## src/rtl/tetris_pkg.sv

```systemverilog
// Shared board geometry, move codes, FSM encoding and cell index helpers.
// No logic of its own; latency n/a.
// No flow control; pure definitions.
package tetris_pkg;
    localparam int COLS   = 8;
    localparam int ROWS   = 8;
    localparam int CELL_W = 6;
    localparam int ROW_W  = 3;
    localparam int COL_W  = 3;

    localparam logic [1:0] MOVE_LEFT  = 2'b00;
    localparam logic [1:0] MOVE_RIGHT = 2'b01;
    localparam logic [1:0] MOVE_ROT   = 2'b10;
    localparam logic [1:0] MOVE_DOWN  = 2'b11;

    typedef enum logic [2:0] {
        ST_IDLE, ST_CHECK, ST_LOCK, ST_SCAN, ST_SHIFT, ST_RESP, ST_OVER
    } state_t;

    // row r occupies board[r]; bit c is column c, so the flat bit index equals the cell index
    typedef logic [ROWS-1:0][COLS-1:0] board_t;

    function automatic logic [ROW_W-1:0] cell_row(input logic [CELL_W-1:0] idx);
        return ROW_W'(idx / CELL_W'(COLS));
    endfunction

    function automatic logic [COL_W-1:0] cell_col(input logic [CELL_W-1:0] idx);
        return COL_W'(idx % CELL_W'(COLS));
    endfunction

    function automatic logic [CELL_W-1:0] cell_idx(input logic [ROW_W-1:0] row,
                                                    input logic [COL_W-1:0] col);
        return CELL_W'(row) * CELL_W'(COLS) + CELL_W'(col);
    endfunction

    function automatic board_t cell_mask(input logic [CELL_W-1:0] idx);
        board_t m;
        m = '0;
        m[cell_row(idx)][cell_col(idx)] = 1'b1;
        return m;
    endfunction
endpackage

```

## src/rtl/board_row_shifter.sv

```systemverilog
// Occupancy board storage: lock OR-in, per-row full flags, one-cycle collapse of row shift_row.
// Lock/shift take effect at the next clock edge; row_full is combinational from the stored board.
// No backpressure; shift_en has priority over lock_en.
module board_row_shifter
    import tetris_pkg::*;
(
    input  logic                 clk,
    input  logic                 restart_n,
    input  logic                 lock_en,
    input  board_t               lock_mask,
    input  logic                 shift_en,
    input  logic [ROW_W-1:0]     shift_row,
    output board_t               board,
    output logic [ROWS-1:0]      row_full
);
    always_ff @(posedge clk or negedge restart_n) begin
        if (!restart_n) begin
            board <= '0;
        end else if (shift_en) begin
            // every row at or above the cleared one drops by one; the top refills empty
            for (int r = 0; r < ROWS-1; r++) begin
                if (r >= int'(shift_row)) board[r] <= board[r+1];
            end
            board[ROWS-1] <= '0;
        end else if (lock_en) begin
            board <= board | lock_mask;
        end
    end

    always_comb begin
        row_full = '0;
        for (int r = 0; r < ROWS; r++) row_full[r] = &board[r];
    end
endmodule

```

## src/rtl/board_test_responder.sv

```systemverilog
// Answers piece placement requests against the board: accept, reject, lock+row clear, or game over.
// Accept/reject pulse 2 cycles after request; lock path 3+ROWS+2*cleared_rows cycles.
// Requests are only sampled in IDLE; a held test_in_sig re-arms after each next_play_sig pulse.
module board_test_responder
    import tetris_pkg::*;
(
    input  logic                 clk,
    input  logic                 restart_n,
    input  logic                 test_in_sig,
    input  logic                 new_block_in_sig,
    input  logic [1:0]           move_in_sig,
    input  logic [CELL_W-1:0]    test_blk_1,
    input  logic [CELL_W-1:0]    test_blk_2,
    input  logic [CELL_W-1:0]    test_blk_3,
    input  logic [CELL_W-1:0]    test_blk_4,
    input  logic [2:0]           test_width,
    input  logic [2:0]           test_height,
    input  logic [3:0]           test_pos_x,
    input  logic [3:0]           test_pos_y,
    input  logic [1:0]           test_rot,
    output logic                 next_play_sig,
    output logic                 make_sig,
    output logic                 clear_sig,
    output logic                 over_sig,
    output logic [3:0]           cur_pos_x_out,
    output logic [3:0]           cur_pos_y_out,
    output logic [1:0]           cur_rot_out,
    input  logic [ROW_W-1:0]     disp_row_sel,
    output logic [COLS-1:0]      disp_row_data
);
    state_t              state, state_nxt;
    board_t              board, lat_mask, act_mask;
    logic [ROWS-1:0]     row_full;
    logic [2:0]          lat_w, lat_h;
    logic [3:0]          lat_x, lat_y;
    logic [1:0]          lat_rot, lat_move;
    logic                lat_new;
    logic [ROW_W-1:0]    scan_row;
    logic                make_r, clear_r;
    logic                hit, accept, lock_en, shift_en, scan_inc;

    board_row_shifter u_board (
        .clk       (clk),
        .restart_n (restart_n),
        .lock_en   (lock_en),
        .lock_mask (act_mask),
        .shift_en  (shift_en),
        .shift_row (scan_row),
        .board     (board),
        .row_full  (row_full)
    );

    // 5-bit sums so an origin near the edge cannot wrap back into range
    assign hit = (({2'b00, lat_w} + {1'b0, lat_x}) > 5'(COLS))
               | (({2'b00, lat_h} + {1'b0, lat_y}) > 5'(ROWS))
               | (|(lat_mask & board));

    always_ff @(posedge clk or negedge restart_n) begin
        if (!restart_n) state <= ST_IDLE;
        else            state <= state_nxt;
    end

    always_comb begin
        state_nxt = state;
        accept    = 1'b0;
        lock_en   = 1'b0;
        shift_en  = 1'b0;
        scan_inc  = 1'b0;
        case (state)
            ST_IDLE:  if (test_in_sig) state_nxt = ST_CHECK;
            ST_CHECK: begin
                if (!hit) begin
                    accept    = 1'b1;
                    state_nxt = ST_RESP;
                end else if (lat_new)              state_nxt = ST_OVER;
                else if (lat_move == MOVE_DOWN)    state_nxt = ST_LOCK;
                else                               state_nxt = ST_RESP;
            end
            ST_LOCK: begin
                lock_en   = 1'b1;
                state_nxt = ST_SCAN;
            end
            ST_SCAN: begin
                if (row_full[scan_row])                  state_nxt = ST_SHIFT;
                else if (scan_row == ROW_W'(ROWS-1))     state_nxt = ST_RESP;
                else                                     scan_inc  = 1'b1;
            end
            ST_SHIFT: begin
                shift_en  = 1'b1;
                state_nxt = ST_SCAN;
            end
            ST_RESP:  state_nxt = ST_IDLE;
            ST_OVER:  state_nxt = ST_OVER;
            default:  state_nxt = ST_IDLE;
        endcase
    end

    always_ff @(posedge clk or negedge restart_n) begin
        if (!restart_n) begin
            lat_mask      <= '0;
            lat_w         <= '0;
            lat_h         <= '0;
            lat_x         <= '0;
            lat_y         <= '0;
            lat_rot       <= '0;
            lat_move      <= '0;
            lat_new       <= 1'b0;
            act_mask      <= '0;
            scan_row      <= '0;
            make_r        <= 1'b0;
            clear_r       <= 1'b0;
            cur_pos_x_out <= '0;
            cur_pos_y_out <= '0;
            cur_rot_out   <= '0;
        end else begin
            if (state == ST_IDLE && test_in_sig) begin
                lat_mask <= cell_mask(test_blk_1) | cell_mask(test_blk_2)
                          | cell_mask(test_blk_3) | cell_mask(test_blk_4);
                lat_w    <= test_width;
                lat_h    <= test_height;
                lat_x    <= test_pos_x;
                lat_y    <= test_pos_y;
                lat_rot  <= test_rot;
                lat_move <= move_in_sig;
                lat_new  <= new_block_in_sig;
            end
            if (accept) begin
                act_mask      <= lat_mask;
                cur_pos_x_out <= lat_x;
                cur_pos_y_out <= lat_y;
                cur_rot_out   <= lat_rot;
            end
            if (lock_en) begin
                act_mask <= '0;
                scan_row <= '0;
            end
            if (scan_inc) scan_row <= scan_row + 1'b1;
            if (state_nxt == ST_RESP) begin
                make_r  <= (state == ST_SCAN);
                clear_r <= 1'b0;
            end else if (state_nxt == ST_SHIFT) begin
                clear_r <= 1'b1;
            end
        end
    end

    assign next_play_sig = (state == ST_RESP);
    assign make_sig      = next_play_sig & make_r;
    assign clear_sig     = clear_r;
    assign over_sig      = (state == ST_OVER);
    assign disp_row_data = board[disp_row_sel] | act_mask[disp_row_sel];
endmodule
```

## config.mk

```make
export PLATFORM = sky130hd
export DESIGN_NAME = board_test_responder
export DESIGN_NICKNAME = d
export VERILOG_FILES = /design/src/rtl/tetris_pkg.sv /design/src/rtl/board_row_shifter.sv /design/src/rtl/board_test_responder.sv
export SDC_FILE = /design/constraint.sdc
export NUM_CORES = 1
export LEC_CHECK = 0
export CAP_MARGIN = 0
export CELL_PAD_IN_SITES_DETAIL_PLACEMENT = 1
export CELL_PAD_IN_SITES_GLOBAL_PLACEMENT = 2
export CORE_MARGIN = 2
export CORE_UTILIZATION = 30
export DETAILED_ROUTE_END_ITERATION = 8
export HOLD_SLACK_MARGIN = 0.1
export PLACE_DENSITY_LB_ADDON = 0.1
export REMOVE_ABC_BUFFERS = 1
export SYNTH_ARGS = -nofsm -noshare
export SYNTH_HDL_FRONTEND = slang
export SYNTH_HIERARCHICAL = 1
export SYNTH_SLANG_ARGS = --single-unit
```

## constraint.sdc

```tcl
create_clock -name clk -period 2.9 [get_ports clk]
set_input_delay 0.29 -clock clk [delete_from_list [all_inputs] [get_ports clk]]
set_output_delay 0.29 -clock clk [all_outputs]
set_load 0.05 [all_outputs]
```

; Yosys cells after proc, flatten, opt, wreduce, memory -nomap -nowiden
; Cells that the tools add are included.
[op_classes]
n_addsub = 3
magnitude_cmp = 27
n_eq_ne = 17
muxes = 51
n_bitwise = 9
reduce_logical = 31
[ops]
columns = cell, count
row1 = 64-bit 2-to-1 mux, 4
row2 = 64-bit bitwise OR, 4
row3 = 8-bit 2-to-1 mux, 13
row4 = 8-bit demux with 3-bit select, 4
row5 = 64-bit bitwise AND, 1
row6 = 8-bit AND reduction, 8
row7 = 64-bit OR reduction, 1
row8 = 8-bit binary-select mux with 3-bit select, 2
row9 = "3-bit by 4-bit < comparator with 1-bit output, second input constant", 10
row10 = "3-bit by 1-bit >= comparator with 1-bit output, second input constant", 8
row11 = 3-bit 2-to-1 mux, 8
row12 = "3-bit == test, second input constant", 6
row13 = 3-bit case mux with 5 select lines, 1
row14 = 1-bit 2-to-1 mux, 14
row15 = "2-bit by 1-bit inequality test with 1-bit output, second input constant", 7
row16 = 2-bit AND reduction, 7
row17 = 1-bit demux with 3-bit select, 4
row18 = 3-bit by 4-bit adder with 5-bit output, 2
row19 = "5-bit by 4-bit > comparator with 1-bit output, second input constant", 2
row20 = "3-bit >= comparator, first input constant", 3
row21 = 1-bit logical AND, 9
row22 = 8-bit bitwise OR, 1
row23 = 2-bit nonzero test, 4
row24 = "3-bit by 2-bit == test with 1-bit output, second input constant", 2
row25 = other kinds (10), 13
[word_totals]
reg_bits = 229
output_inout_bits = 22
wordCells = 176

; Depth between registers and ports, before layout
[depth]
ltp_word = 9
mapped_depth = 12
ltp_nobuf = 10

; Hierarchy
; The synthesis kept the hierarchy.
[by_module_without_submodules]
columns = mod, n_inst, cells_each, area_per_inst_um2, seq_area_each_um2
row1 = board_test_responder, 1, 1065, 9318.9, 4129.0
row2 = board_row_shifter, 1, 328, 3135.5, 1601.5

; Worst setup path after synthesis
; OpenSTA, ideal clock, no wires.
[synth_path]
path_type = register to register
startpoint = register lat_w[0]
endpoint = register cur_rot_out[0]
setup_time_ps = 127
arrival_time_ps = 2494
required_ps = 2773
slack_ps = 279
stages_incl_launch_ff = 12
path_buffers = 2
period_less_slack_ps = 2621
path_cell_list = dfrtp_1 ha_1 inv_1 fa_1 nor2b_1 o21ai_0 nand4_1 or4_4 nor4_4 buf_6 buf_12 mux2_1
[synth_via]
elab_chain_cells = 6
[synth_lines]
columns = element, line
row1 = start: declaration, board_test_responder.sv:34  ; logic [2:0] lat_w, lat_h;
row2 = start signal: assignment, board_test_responder.sv:119  ; lat_w <= test_width;
row3 = 3-bit by 4-bit adder with 5-bit output, board_test_responder.sv:54  ; assign hit = (({2'b00, lat_w} + {1'b0, lat_x}) > 5'(COLS))
row4 = 5-bit by 4-bit > comparator with 1-bit output, board_test_responder.sv:54
row5 = 1-bit bitwise OR, board_test_responder.sv:55  ; | (({2'b00, lat_h} + {1'b0, lat_y}) > 5'(ROWS))
row6 = 1-bit bitwise OR, board_test_responder.sv:56  ; | (|(lat_mask & board));
row7 = 1-bit 2-to-1 mux, board_test_responder.sv:72  ; if (!hit) begin
row8 = 1-bit 2-to-1 mux, board_test_responder.sv:69  ; case (state)
row9 = end signal: assignment, board_test_responder.sv:131  ; cur_rot_out <= lat_rot;
row10 = end: declaration, board_test_responder.sv:27  ; output logic [1:0] cur_rot_out,
; Every way passes these cells.
; A chain may end at the register's enable or synchronous reset.

; Worst setup path after layout
[layout_path]
startpoint = register u_board/board[27] (netlist bit)
endpoint = register cur_rot_out[1]
[layout_via]
elab_chain_cells = 5
[layout_lines]
columns = element, line
row1 = start: declaration, board_row_shifter.sv:13  ; output board_t board,
row2 = start signal: assignment, board_row_shifter.sv:26  ; board <= board | lock_mask;
row3 = 64-bit bitwise AND, board_test_responder.sv:56
row4 = 64-bit OR reduction, board_test_responder.sv:56
row5 = 1-bit bitwise OR, board_test_responder.sv:56
row6 = 1-bit 2-to-1 mux, board_test_responder.sv:72
row7 = 1-bit 2-to-1 mux, board_test_responder.sv:69
; Every way passes these cells.

==> qor.yml <==
grt_pass1_wl_um: 83800
synthTopCellsByCount: "229 x dfrtp_1, 198 x nand2_1, 157 x nor2_1"
period_share_pct: 96.8
async_reset_ff_share_pct: 100
syn_area_per_cell_um2: 8.94
placed_area_um2: 14400
wl_per_cell_um: 27.3
synth_seq_area_share_pct: 46.0
cts_inserted_buffers: 28
nets: 1578
ios: 71
clk_pin_slew_ns: 0.06
design_area_um2: 15600
numPortBuffers: 70
first_global_vias: 12000
skew_ns: 0.0226
hold_path_class: "input port to async pin"
crit_start: "u_board/board[27]"
synth_area_leaders: "dfrtp_1 46%, nand2_1 6.0%, a21oi_1 5.4%"
slew_headroom_pct: 11.6
start_util_pct: 30.4
r2r_slack_ns: 0.09
grtUsageTotal_pct: 26.0
via_per_inst: 5.73
r2r-start: "u_board/board[27]"
die_h_um: 208
ys_seq_elements: 229
cts_sinks: 229
hpwl_um: 40900
drive_above_1_share_pct: 17.7
grt_antenna_before_repair: 2
cp_max_fo: 7
cts_buffer_depth: 3
status: "finished clean"
p_leak_uw: 0.00621
min_period_ns: 2.81
worst_slew_pin_slew_ns: 1.32
finalSetupViolCount: 0
p_per_area_nw_per_um2: 1000
drt_wl_total_um: 56600
dr.first_iter.drc_count: 953
firstDrtPassIters: 5
ir_drop_mv: 0.419
ys_types: 62
grt_max_degree: 87
drc: 0
synth.top_cell.area_share_pct: 46.0
maxClockFrequency_ghz: 0.356
slew_violations: 0
crit_type: "register to register"
dieArea_um2: 43200
yosysWarnings: 6
max_cap_violations: 0
vias: 11900
globalRouteOverflowTotal: 0
ant_nets: 0
gp_congestion: 0.902
synthesis.area_um2: 12500
whs_ns: 0.280
h-tree-depth: 1
synth_most_common_cell: "dfrtp_1"
clock-root-buffer: "clkbuf_16"
critPathLaunchType: "register"
r2r_end: "cur_rot_out[1]"
endpoint_kind: "register"
cp.arrival_ns: 3.24
reg2reg_depth: 10
synth_ff_type: "dfrtp_1"
syn_to_final_growth_pct: 25.3
hold_violations: 0
clk_latency_ns: 0.57
synth_edf_count: 0
rows: 74
synthCells: 1393
coreArea_um2: 40900
cts_tree: "yes"
cp.required_ns: 3.33
die_w_um: 208
synth_top_cell_by_area: "dfrtp_1"
cells by family after synthesis:
logic type               synth area share [%]
buffers and inverters                    4.71
XOR/XNOR                                0.281
flip-flops                               46.0
adder cells (fa/ha/maj)                  1.13
AO/OA/AOI/OAI                            23.2
AND/OR/NAND/NOR                          19.6
multiplexers                             5.14
layer usage:
metal	global-route usage, %	up-vias	wire length [um]
met5	0	-	12
met1	36.0	6040	25400
li1	-	5384	-
met3	2.56	83	2690
met2	43.3	376	26800
met4	7.36	2	1730
stage by stage:
step | cells | setup slack (ns) | util, % | TNS (ns) | total power (uW)
3_5_place_dp | 2010 | -0.0920 | 35.2 | -1.71 | 11800
3_3_place_gp | 2010 | -0.00912 | 35.2 | -0.0282 | 11700
2_1_floorplan | 1272 | -3.93 | - | -631.38 | 8400
4_1_cts | 2071 | -0.0368 | 38.0 | -0.189 | 15700
6_report | 2073 | 0.0927 | 38.1 | 0 | 15600
5_1_grt | 2072 | -0.000397 | 38.1 | -0.000397 | 16500
how the worst max path moves through the flow:
stage | depth (start not counted) | slack [ns] | to
floorplan | 3 | -3.93 | u_board/board[0]
global placement | 11 | -0.009 | act_mask[7]
detailed placement | 11 | -0.09 | act_mask[36]
CTS | 11 | -0.04 | cur_rot_out[1]
global route | 13 | -0.0004 | act_mask[51]
finish | 10 | 0.09 | cur_rot_out[1]
state kept, by name, indices dropped and copies added (netlist names), 2 cells and up:
signal         cells
lat_w              3
lat_mask          64
u_board/board     64
state              3
lat_h              3
lat_move           2
cur_pos_x_out      4
lat_rot            2
act_mask          64
lat_x              4
cur_pos_y_out      4
cur_rot_out        2
scan_row           3
lat_y              4
power by group:
group	internal, uW	switching (uW)	total (uW)
combinational	2650	3530	6180
clock	2270	1460	3730
sequential	4260	1470	5730
total	9180	6460	15600
cell usage in the layout, fill, tap and decap left out, types with 10 or more instances in the layout:
master and instances:
a211oi_1 34, clkbuf_8 11, nor3_1 62, nor2_1 156
a22o_1 14, mux2_2 15, nor3b_1 13, mux2_4 10
nand4_1 21, nor2b_1 13, o21ai_0 84, a21oi_1 135
clkbuf_16 30, mux4_2 10, clkdlybuf4s50_1 60, o22ai_1 52
buf_12 10, a221oi_1 57, buf_4 139, nand3b_1 14
dfrtp_1 229, nand2_1 197, mux2i_1 10, a31oi_1 23
final cells by class:
type | instances | area [um2]
well taps | 532 | 666
flip-flops and latches | 229 | 5730
inverters | 10 | 37.5
diodes | 1 | 2.50
clock inverters | 8 | 98.8
fillers | 4725 | 25300
clock buffers | 43 | 888
multi-input cells | 1033 | 6210
repair buffers | 217 | 1980
worst max-delay path, cell delays in order, from the launching register on:
cell and delay (ns):
dfrtp_1 0.42, a22o_1 0.25, a221oi_2 0.18, buf_4 0.16, nand4_1 0.07, buf_4 0.15
or4_4 0.56, nor4_4 0.20, buf_6 0.19, buf_12 0.19, mux2_4 0.31
timing repair:
action,4_1_cts,5_1_grt
resized for setup,17,9
endpoints found under the setup margin,69,76
setup buffers,7,0
hold buffers,1,0
endpoints found under the hold margin,64,0
pin swaps,8,4
gates cloned,2,1
Power figures use the tool's default switching activity.
==> edit, RTL diff (same flow settings) <==
Register the outputs `make_sig`, `over_sig` and `disp_row_data`, cleared by the reset; this adds one clock of latency there. The other outputs are not delayed to match.
--- a/src/rtl/board_test_responder.sv
+++ b/src/rtl/board_test_responder.sv
@@ -145,8 +145,16 @@
     end
 
     assign next_play_sig = (state == ST_RESP);
-    assign make_sig      = next_play_sig & make_r;
     assign clear_sig     = clear_r;
-    assign over_sig      = (state == ST_OVER);
-    assign disp_row_data = board[disp_row_sel] | act_mask[disp_row_sel];
+    always_ff @(posedge clk or negedge restart_n) begin
+        if (!restart_n) begin
+            make_sig      <= '0;
+            over_sig      <= '0;
+            disp_row_data <= '0;
+        end else begin
+            make_sig      <= next_play_sig & make_r;
+            over_sig      <= (state == ST_OVER);
+            disp_row_data <= board[disp_row_sel] | act_mask[disp_row_sel];
+        end
+    end
 endmodule
Function: changed (Yosys sat finds a counterexample within 4 cycles, from zero or initial values).
==> edit against the original RTL <==
  * Combinational power is 15% lower
  * Final area is 0.26% higher
  * Via count is 0.88% lower
  * Synthesized area grew 1.9%
  * Global-route usage is 1.3 points lower
  * Worst setup slack worse by 35 ps
  * Wire length decreased by 2.5%
  * Non-clock buffer count decreased by 38
  * Synthesized cell count up 1.5%
  * Critical path type unchanged
  * Power is 4.7% lower
  * Sequential share of layout area rose by 1.5 points
  * Sequential cell count grew 10
==> edit: results (changes against the original RTL) <==
** Status
- The flow ran to the end, and the final reports show no timing, DRC or antenna violations.

** Cells and area
- Clock distribution area overhead in the final layout :: 6.404% (+0.079 points)
- Number of clock buffers in the layout :: 46 (+7.0%)
- The share of post-route cells with drive strength above 1 is 14.45% (-3.3 points).
- The final non-filler cell total was 2068 (-0.24%).
- The number of inserted diodes is 0 (-1).
- Number of multi-input logic gates :: 1049 (+1.5%)
- Number of nets in the final layout :: 1568 (-0.63%)
- The non-clock buffer area fraction after layout came to 11.07% (-1.6 points).

** STA
- Maximum clock skew at final layout :: 24.38 ps (+1.756 ps)
- Max transition margin :: 12.12% (+0.56 points)

** Power and ir drop
- The reported combinational group power is 5.28 mW (-15%).
- The static power due to leakage is 6.158 nW (-0.91%).
- The worst voltage drop across the vdd grid is 0.4047 mV (-3.4%).

** Logic synthesis
- Multiplexer share of the synthesized area :: 4.920% (-0.22 points)
- Top cells by area, synth :: sky130_fd_sc_hd__dfrtp_1 47%, sky130_fd_sc_hd__nand2_1 6.1%, sky130_fd_sc_hd__a21oi_1 5.2%, sky130_fd_sc_hd__nor2_1 4.5%, sky130_fd_sc_hd__a221oi_1 4.0%
- The mean cell area of the mapped netlist is 8.975 um^2 (+0.39%).
- The share of synthesized cell area in full adder, half adder and majority cells came to 1.104% (-0.021 points).
- Top cell types by occurrence after synthesis :: 239 x sky130_fd_sc_hd__dfrtp_1, 205 x sky130_fd_sc_hd__nand2_1, 152 x sky130_fd_sc_hd__nor2_1
- Count of cell types in the netlist :: 56 (-9.7%)
- The sequential share of the synthesized area came to 47.13% (+1.1 points).

** Worst setup path
- The largest fanout on the critical path is 5 (-2).
- Slowest-stage cell, CP :: sky130_fd_sc_hd__fa_2
- Data arrival, critical path :: 3310 ps (+70 ps)
- Max incr delay on CP :: 530 ps (-30 ps)

** Global routing
- Global routing met2 resource utilization :: 38.26% (-5.1 points)
- The wire length of the first global-routing pass came to 80.86 mm (-3.5%).
- GRT met3 Usage :: 5.117% (+2.6 points)

** Routing
- The length of routed met3 wiring came to 3.052 mm (+14%).
- Initial DRC Count :: 864 (-9.3%)
- Total routed wire length on the met1 layer :: 25.97 mm (+2.2%)

** Placed design
- The cell count after placement is 2005 (-0.25%).
- Post-placement setup slack :: -30.54 ps (+61.47 ps)

** Clock network
- The post-cts resize count came to 1 (-16).
- CTS buffer count :: 30 (+7.1%)
- Sinks on the clock net :: 239 (+4.4%)
==> edit: cell types whose count changed in the layout (fill, tap and decap cells not counted), moves of 8 or more <==
cell	before	now
sky130_fd_sc_hd__a22o_1	14	4
sky130_fd_sc_hd__a22oi_1	5	27
sky130_fd_sc_hd__buf_4	139	93
sky130_fd_sc_hd__clkdlybuf4s50_1	60	68
sky130_fd_sc_hd__dfrtp_1	229	239
sky130_fd_sc_hd__mux2_2	15	27
sky130_fd_sc_hd__mux2_4	10	1
==> edit: final timing paths <==
kind | start | endpoint | slack (ps) | cells past startpoint
worst max-delay path | lat_y[0] | make_r | 60 | 11
worst min register to register | make_r | make_sig | 490 | 1
max in group asynchronous | restart_n | act_mask[55] | 1810 | 3
worst min-delay path | restart_n | u_board/board[36] | 260 | 2
min in group clk | test_pos_x[1] | lat_x[1] | 270 | 3
worst max register to register | lat_y[0] | make_r | 60 | 11
